`config.mk`:
```
export PLATFORM = sky130hd
export DESIGN_NAME = ps2_keycode_decoder
export DESIGN_NICKNAME = d
export VERILOG_FILES = /design/src/rtl/ps2_keycode_decoder.sv
export SDC_FILE = /design/constraint.sdc
export NUM_CORES = 1
export LEC_CHECK = 0
export BUFFER_PORTS_ARGS = -buffer_cell sky130_fd_sc_hd__buf_2
export CAP_MARGIN = 25
export CORE_ASPECT_RATIO = 1.25
export CORE_MARGIN = 5
export CORE_UTILIZATION = 55
export DETAILED_ROUTE_END_ITERATION = 10
export HOLD_SLACK_MARGIN = 0.05
export PLACE_DENSITY_LB_ADDON = 0.1
export SLEW_MARGIN = 0
export SYNTH_ARGS = -nofsm -noshare
export SYNTH_HDL_FRONTEND = slang
export SYNTH_SLANG_ARGS = --single-unit
```
`constraint.sdc`:
```
create_clock -name clock_25m -period 2.38 [get_ports clock_25m]
set_input_delay 0.238 -clock clock_25m [delete_from_list [all_inputs] [get_ports clock_25m]]
set_output_delay 0.238 -clock clock_25m [all_outputs]
set_load 0.005 [all_outputs]
```
`src/rtl/ps2_keycode_decoder.sv`:
```
// ps2_keycode_decoder
//   Turns the scan code set 2 byte stream from the PS/2 receiver into single
//   key events. Prefix bytes are stripped: E0 marks an extended key, F0 marks a
//   break, and the E1 pause sequence is collapsed into one event. The block
//   also tracks modifier keys and caps lock, and it presents one event at a
//   time to the CPU side.
//
// Handshakes:
//   Input  : in_ack is a registered one-cycle pulse. in_data is captured on
//            the edge that raises it. A two-cycle hold-off follows each pulse
//            so the receiver has time to drop in_valid. Bytes are taken only
//            while no event is pending, which pushes back on the receiver.
//   Output : four-phase. out_valid rises with the event fields already
//            stable. They stay stable until out_ack = 1. out_valid then drops,
//            and nothing new is accepted until out_ack returns to 0.
//
// Ports:
//   clock_25m, reset_25m_n : clock and asynchronous active-low reset
//   clock_valid            : clock enable; all registers freeze when it is 0
//   in_data/in_valid/in_ack: byte stream from the receiver
//   out_code/out_ext/out_release/out_valid/out_ack : event to the consumer
//   mods                   : {caps_lock, ralt, lalt, rctrl, lctrl, rshift, lshift}
//   overrun                : sticky, set by a 00 or FF byte
//   dbg_dec_state          : current decode FSM state
//   dbg_out_state          : current output FSM state
module ps2_keycode_decoder #(
   parameter int unsigned PAUSE_TAIL = 7
) (
   input  logic       clock_25m,
   input  logic       reset_25m_n,
   input  logic       clock_valid,
   input  logic [7:0] in_data,
   input  logic       in_valid,
   output logic       in_ack,
   output logic [7:0] out_code,
   output logic       out_ext,
   output logic       out_release,
   output logic       out_valid,
   input  logic       out_ack,
   output logic [6:0] mods,
   output logic       overrun,
   output logic [2:0] dbg_dec_state,
   output logic [1:0] dbg_out_state
);

   localparam int unsigned PW = (PAUSE_TAIL < 1) ? 1 : $clog2(PAUSE_TAIL + 1);
   localparam logic [PW-1:0] PAUSE_LOAD = PW'(PAUSE_TAIL);

   typedef enum logic [2:0] {
      D_IDLE  = 3'd0,
      D_E0    = 3'd1,
      D_F0    = 3'd2,
      D_E0F0  = 3'd3,
      D_PAUSE = 3'd4
   } dec_state_e;

   typedef enum logic [1:0] {
      O_EMPTY   = 2'd0,
      O_VALID   = 2'd1,
      O_WAITLOW = 2'd2
   } out_state_e;

   dec_state_e    dec_q, dec_d;
   out_state_e    out_q, out_d;
   logic [1:0]    hold_q, hold_d;
   logic [PW-1:0] pause_q, pause_d;
   logic          ack_q, ack_d;
   logic [7:0]    byte_q, byte_d;
   logic [7:0]    code_q, code_d;
   logic          ext_q, ext_d;
   logic          rel_q, rel_d;
   logic [6:0]    mods_q, mods_d;
   logic          caps_held_q, caps_held_d;
   logic          overrun_q, overrun_d;

   logic          accept;
   logic          emit;
   logic          emit_ext;
   logic          emit_rel;
   logic [7:0]    emit_code;

   always_comb begin
      dec_d       = dec_q;
      out_d       = out_q;
      hold_d      = hold_q;
      pause_d     = pause_q;
      byte_d      = byte_q;
      code_d      = code_q;
      ext_d       = ext_q;
      rel_d       = rel_q;
      mods_d      = mods_q;
      caps_held_d = caps_held_q;
      overrun_d   = overrun_q;
      emit        = 1'b0;
      emit_ext    = 1'b0;
      emit_rel    = 1'b0;
      emit_code   = byte_q;

      // ack_q also blocks acceptance, so the pulse can never be two cycles long.
      accept = in_valid && (hold_q == 2'd0) && (out_q == O_EMPTY) && !ack_q;
      ack_d  = accept;
      if (accept) begin
         byte_d = in_data;
         hold_d = 2'd2;
      end else if (hold_q != 2'd0) begin
         hold_d = hold_q - 2'd1;
      end

      // The byte captured with the in_ack pulse is decoded on the next edge.
      if (ack_q) begin
         case (dec_q)
            D_IDLE: begin
               case (byte_q)
                  8'hE0: dec_d = D_E0;
                  8'hF0: dec_d = D_F0;
                  8'hE1: begin
                     dec_d   = D_PAUSE;
                     pause_d = PAUSE_LOAD;
                  end
                  8'hAA, 8'hFA, 8'hEE, 8'hFE: ;
                  8'h00, 8'hFF: overrun_d = 1'b1;
                  default: emit = 1'b1;
               endcase
            end
            D_E0: begin
               dec_d = D_IDLE;
               if (byte_q == 8'hF0) begin
                  dec_d = D_E0F0;
               end else if (byte_q != 8'h12 && byte_q != 8'h59) begin
                  // 12/59 after E0 are fake shifts and carry no key.
                  emit     = 1'b1;
                  emit_ext = 1'b1;
               end
            end
            D_F0: begin
               dec_d    = D_IDLE;
               emit     = 1'b1;
               emit_rel = 1'b1;
            end
            D_E0F0: begin
               dec_d = D_IDLE;
               if (byte_q != 8'h12 && byte_q != 8'h59) begin
                  emit     = 1'b1;
                  emit_ext = 1'b1;
                  emit_rel = 1'b1;
               end
            end
            D_PAUSE: begin
               // The tail bytes are swallowed whatever their value.
               if (pause_q <= PW'(1)) begin
                  pause_d   = '0;
                  dec_d     = D_IDLE;
                  emit      = 1'b1;
                  emit_ext  = 1'b1;
                  emit_code = 8'hE1;
               end else begin
                  pause_d = pause_q - PW'(1);
               end
            end
            default: dec_d = D_IDLE;
         endcase
      end

      if (emit) begin
         code_d = emit_code;
         ext_d  = emit_ext;
         rel_d  = emit_rel;
         if (!emit_ext) begin
            case (emit_code)
               8'h12: mods_d[0] = !emit_rel;
               8'h59: mods_d[1] = !emit_rel;
               8'h14: mods_d[2] = !emit_rel;
               8'h11: mods_d[4] = !emit_rel;
               8'h58: begin
                  // caps_held stops typematic repeats from toggling caps lock again.
                  if (emit_rel) begin
                     caps_held_d = 1'b0;
                  end else begin
                     if (!caps_held_q) mods_d[6] = !mods_q[6];
                     caps_held_d = 1'b1;
                  end
               end
               default: ;
            endcase
         end else begin
            case (emit_code)
               8'h14: mods_d[3] = !emit_rel;
               8'h11: mods_d[5] = !emit_rel;
               default: ;
            endcase
         end
      end

      case (out_q)
         O_EMPTY:   if (emit) out_d = O_VALID;
         O_VALID:   if (out_ack) out_d = O_WAITLOW;
         O_WAITLOW: if (!out_ack) out_d = O_EMPTY;
         default:   out_d = O_EMPTY;
      endcase
   end

   always_ff @(posedge clock_25m or negedge reset_25m_n) begin
      if (!reset_25m_n) begin
         dec_q       <= D_IDLE;
         out_q       <= O_EMPTY;
         hold_q      <= 2'd0;
         pause_q     <= '0;
         ack_q       <= 1'b0;
         byte_q      <= 8'h00;
         code_q      <= 8'h00;
         ext_q       <= 1'b0;
         rel_q       <= 1'b0;
         mods_q      <= 7'h00;
         caps_held_q <= 1'b0;
         overrun_q   <= 1'b0;
      end else if (clock_valid) begin
         dec_q       <= dec_d;
         out_q       <= out_d;
         hold_q      <= hold_d;
         pause_q     <= pause_d;
         ack_q       <= ack_d;
         byte_q      <= byte_d;
         code_q      <= code_d;
         ext_q       <= ext_d;
         rel_q       <= rel_d;
         mods_q      <= mods_d;
         caps_held_q <= caps_held_d;
         overrun_q   <= overrun_d;
      end
   end

   assign in_ack        = ack_q;
   assign out_valid     = (out_q == O_VALID);
   assign out_code      = code_q;
   assign out_ext       = ext_q;
   assign out_release   = rel_q;
   assign mods          = mods_q;
   assign overrun       = overrun_q;
   assign dbg_dec_state = dec_q;
   assign dbg_out_state = out_q;

endmodule

```
[After elaboration in Yosys (flattened, before gate mapping)]
Cells that the tools add are included.
W data, S select, Z words.
Word-level totals
  bits in registers: 38
  input bits: 13
  output and inout port bits: 25
  word-level logic and storage cells: 109
Operators by class
  add/subtract/negate cells: 2
  magnitude comparators: 1
  equality and inequality tests: 27
  muxes and demuxes: 27
  bitwise gates (word level): 3
  reductions and logical operators: 31
Operator list (count)
  $eq A8 B8 Y1 const B: 8
  $reduce_and A4 Y1: 11
  $eq A8 B5 Y1 const B: 3
  $mux W8: 3
  $pmux W3 S3: 2
  $eq A8 B7 Y1 const B: 2
  $mux W2: 6
  $mux W3: 3
  $reduce_or A9 Y1: 1
  $logic_not A8 Y1: 1
  $mux W1: 8
  $ne A8 B5 Y1 const B: 1
  $ne A8 B7 Y1 const B: 1
  $eq A3 B2 Y1 const B: 2
  $ne A2 B2 Y1 const B: 3
  $pmux W2 S3: 1
  $pmux W3 S2: 1
  $reduce_and A2 Y1: 3
  $reduce_and A6 Y1: 1
  $reduce_bool A2 Y1: 3
  $pmux W1 S5: 1
  $logic_and A1 B1 Y1: 4
  $logic_not A2 Y1: 2
  $ne A2 B1 Y1 const B: 2
  14 further kinds: 18

[Longest topological paths before layout]
  depth after elaboration: 8
  gate-level depth with buffers: 9
  mapped depth without buffers: 7

[Worst setup path after synthesis]
OpenSTA, ideal clock, no wires.
  kind: register -> register
  from: register byte_q[2]
  to: register code_q[5], in the netlist out_code[5]
  library setup time: 125 ps
  data arrival time: 1960 ps
  data required time: 2255 ps
  path slack: 295 ps
  stages on the path, launching flop included: 10
  buffers on the path: 2
  clock period less this slack: 2085 ps
  path through: dfrtp_1 > buf_6 > nor3_4 > nand4_4 > o21ai_2 > o21bai_2 > a311o_4 > nand2_4 > buf_12 > mux2_4
Between the ends
  cells in the longest elaborated chain, start to end: 7
  elaborated cells on any way between the ends: 19
  those cells by class: 10 x eq/ne; 5 x mux; 4 x reduce/logical
RTL lines
  start: declaration: line 68  | logic [7:0] byte_q, byte_d;
  start signal: assignment: line 222  | byte_q <= byte_d;
  parallel branches: the longest is 4 deep, another holds $reduce_or A9 Y1
  $pmux W1 S5 (*): line 111  | case (dec_q)
  $mux W1 (*): line 110  | if (ack_q) begin
  $reduce_and A2 Y1 (no source line) (*)
  end signal: assignment: line 223  | code_q <= code_d;
  end: declaration: line 69  | logic [7:0] code_q, code_d;
Mark *: on every way between the ends.
A chain may end at the register's enable or synchronous reset.

[Worst setup path in the final report]
  from: register byte_q[2]
  to: register code_q[0], in the netlist out_code[0]
The elaborated chain is that of the path after synthesis.

==> run metrics <==
DIE AREA=5170 um^2; initial core utilization=56.1%; Fillers=317; worst-path cell chain=nor4_1 > a21oi_1 > o2111a_2 > a311o_4 > nand2_4 > mux2_2; antenna cell count=0; dpl ws=0.0498 ns; synthesized area=2110 um^2; fin cells=277; critical path required time=2.56 ns; RSZ-0062 raised after global routing=no; Slew Limit Fails=0; critical path type=flip-flop to flip-flop; Num CTS Buffers=5; clock sinks=38; crit share post-route=96.6%; synthesized area per cell=10.7 um^2; Mapped Cells=197; die width=65.3 um; HP Class=input port to async pin; Sw Share=39.5%; Slew @ Worst Pin=0.846 ns; Routed met2 length=2480 um; Port Buffer Count=37; min cycle time layout=2.30 ns; HPWL after detailed placement=3540 um; max-cap viol count=0; Metal-1 WL=1830 um; Internal Power=1.53 mW; vias in the first global route=1703; synthesized flop and latch total=38; PwrDens=1070 nW/um^2; hold_buf cts=0; CP delay by family, top=compound AO/OA/AOI/OAI gates; TritonCTS clock tree=done; Setup crit end kind=flip-flop; count of final setup violators=0; Most used DFF post-synth=dfrtp_1; die height=79.2 um; Mapped Nets=212; vias per cell=5.84; sequential power share=45.4%; WP data arrival=2.48 ns; fraction of layout cells with a size suffix above 1=36.3%; final hold vios=0; largest net degree at the start of global routing=39; Clock Pin Slew Worst Setup and Hold Paths=0.07 ns; FP Rows=25; Sw Pwr=1.00 mW; Routed met3 length=309 um; number of distinct library cells after synthesis=55; final core occ=63.0%; Slowest-stage cell, CP=dfrtp_2; Setup WS post-layout=0.0819 ns; startpoint types=flip-flop; sequential area share after synthesis=45.2%; initial antenna violation count=0; final clock skew=0.00673 ns; later-pin clock latency in the skew report=0.29 ns; DR vias=1617; Overall Global Routing Usage=20.5%; WL/cell=17.0 um; I/O pin total=38; leakage power=1.22 nW; slew margin rel.=43.6%; WL final=4710 um; Register-to-Register Path Depth=6; async set or reset register ratio after synthesis=100%; peak supply drop=0.550 mV; Stages on worst setup path=6; Longest Clk Path Bufs=2; CP max FO=11; placed instance area=2280 um^2; Routed Antenna Nets=0; Final Cell Area=2360 um^2; Combinational Power Share=38.0%; Yosys warnings=0; drt pass-1 iters=4; Post-route DRC=0; fmax=435 MHz; status=finished clean; Buf/Inv on CP=0; cell count after placement=270; CTS H-Tree Depth=2; clock power share=16.6%; first-pass GRT wire length=8220 um; DR iter-0 viols=139; Placer Congestion=0.898; CP max stage delay=0.49 ns; core area=3750 um^2; Root Driver=clkbuf_8; nets@finish=252; uppermost layer routed=met4; area growth from synthesis to layout=12.2%; grt ovf=0; TNS Setup=0 ns; EDFF count, synth=0
-- per-stage QoR --
stage | hold WS [ns] | power (mW)
floorplan | -0.0576 | 1.88
global placement | 0.375 | 2.05
detailed placement | 0.389 | 2.11
CTS | 0.0796 | 2.53
global route | 0.117 | 2.76
finish | 0.0511 | 2.54
-- flip-flops by register name, summed over array words and instances, names as in the netlist --
name / cells
out_code: 8
caps_held_q: 1
dbg_dec_state: 3
dbg_out_state: 2
byte_q: 8
mods: 7
pause_q: 3
out_release: 1
hold_q: 2
overrun: 1
out_ext: 1
in_ack: 1
-- logic make-up (layout without fill, tap and decap cells) --
kind of cell / Yosys count / after routing / share of synthesized area, %
DFF: 38 / 38 / 45.2
and+or+nand+nor: 77 / 77 / 21.3
AOI/OAI and AO/OA: 30 / 30 / 10.8
xor gates and xnor gates: 2 / 2 / 0.832
muxes: 23 / 23 / 12.5
adders and majority gates: 3 / 3 / 1.66
buffers and inverters: 24 / 64 / 7.72
-- power groups by stage --
stage                     Sequential [mW]  Clock (mW)  Combinational (mW)
after global placement               1.13           0               0.919
after CTS                            1.14       0.429               0.961
after floorplan                      1.01           0               0.877
after global routing                 1.19       0.472                1.09
after detailed placement             1.15           0               0.956
final                                1.15       0.420               0.965
-- repair_timing --
action,4_1_cts,5_1_grt
buffers inserted,0,0
endpoints found under the setup margin,0,7
resized for setup,0,5
-- synthesized netlist by cell type, types with 2 or more instances --
master / n / share of area, %
a21o_1: 2 / 0.71
a21oi_1: 5 / 1.2
and2b_2: 2 / 0.83
buf_6: 7 / 3.7
dfrtp_1: 38 / 45
ha_1: 2 / 1.2
inv_1: 14 / 2.5
mux2_1: 2 / 1.1
mux2_2: 13 / 7.0
mux2_4: 3 / 2.1
mux2i_1: 5 / 2.4
nand2_1: 15 / 2.7
nand3_1: 8 / 1.9
nand4_1: 6 / 1.8
nand4b_1: 2 / 0.83
nor2_1: 17 / 3.0
nor2b_1: 3 / 0.89
nor3_1: 5 / 1.2
nor4_1: 2 / 0.59
o21ai_0: 7 / 1.7
or2b_1: 3 / 1.1
or3_1: 2 / 0.59
xnor2_1: 2 / 0.83
-- worst paths after layout --
kind                             start          end  slack [ns]
min reg2reg                    mods[6]      mods[6]        0.46
min                        reset_25m_n   pause_q[0]        0.05
max reg2reg                  byte_q[2]  out_code[0]        0.08
max                          byte_q[2]  out_code[0]        0.08
min in group clock_25m      in_data[0]    byte_q[0]        0.16
max in group asynchronous  reset_25m_n    byte_q[2]        1.75
-- area by class of cell --
cell class,instances,area (um^2),share of cell area (%)
clock buffers,7,76.3,3.23
inverters,14,52.6,2.22
multi-input cells,135,1000,42.3
flip-flops and latches,38,955,40.4
well taps,40,50.0,2.12
repair buffers,43,230,9.74
-- layout by cell type (no fill, tap or decap), types with 3 or more instances in the layout --
cell type | netlist | final
a21oi_1 | 5 | 5
buf_2 | 0 | 37
buf_4 | 1 | 6
clkbuf_8 | 0 | 5
dfrtp_1 | 38 | 35
dfrtp_2 | 0 | 3
inv_1 | 14 | 14
mux2_2 | 13 | 13
mux2_4 | 3 | 3
mux2i_1 | 5 | 5
nand2_1 | 15 | 15
nand3_1 | 8 | 8
nand4_1 | 6 | 6
nor2_1 | 17 | 16
nor2b_1 | 3 | 3
nor3_1 | 5 | 4
o21ai_0 | 7 | 7
or2b_1 | 3 | 3
-- metal layers --
layer | global-route usage, % | vias up
li1 | - | 771
met1 | 24.9 | 786
met2 | 34.9 | 51
met3 | 5.23 | 9
met4 | 7.47 | 0
met5 | 0 | -
No activity file was read; power rests on OpenSTA's default activity.
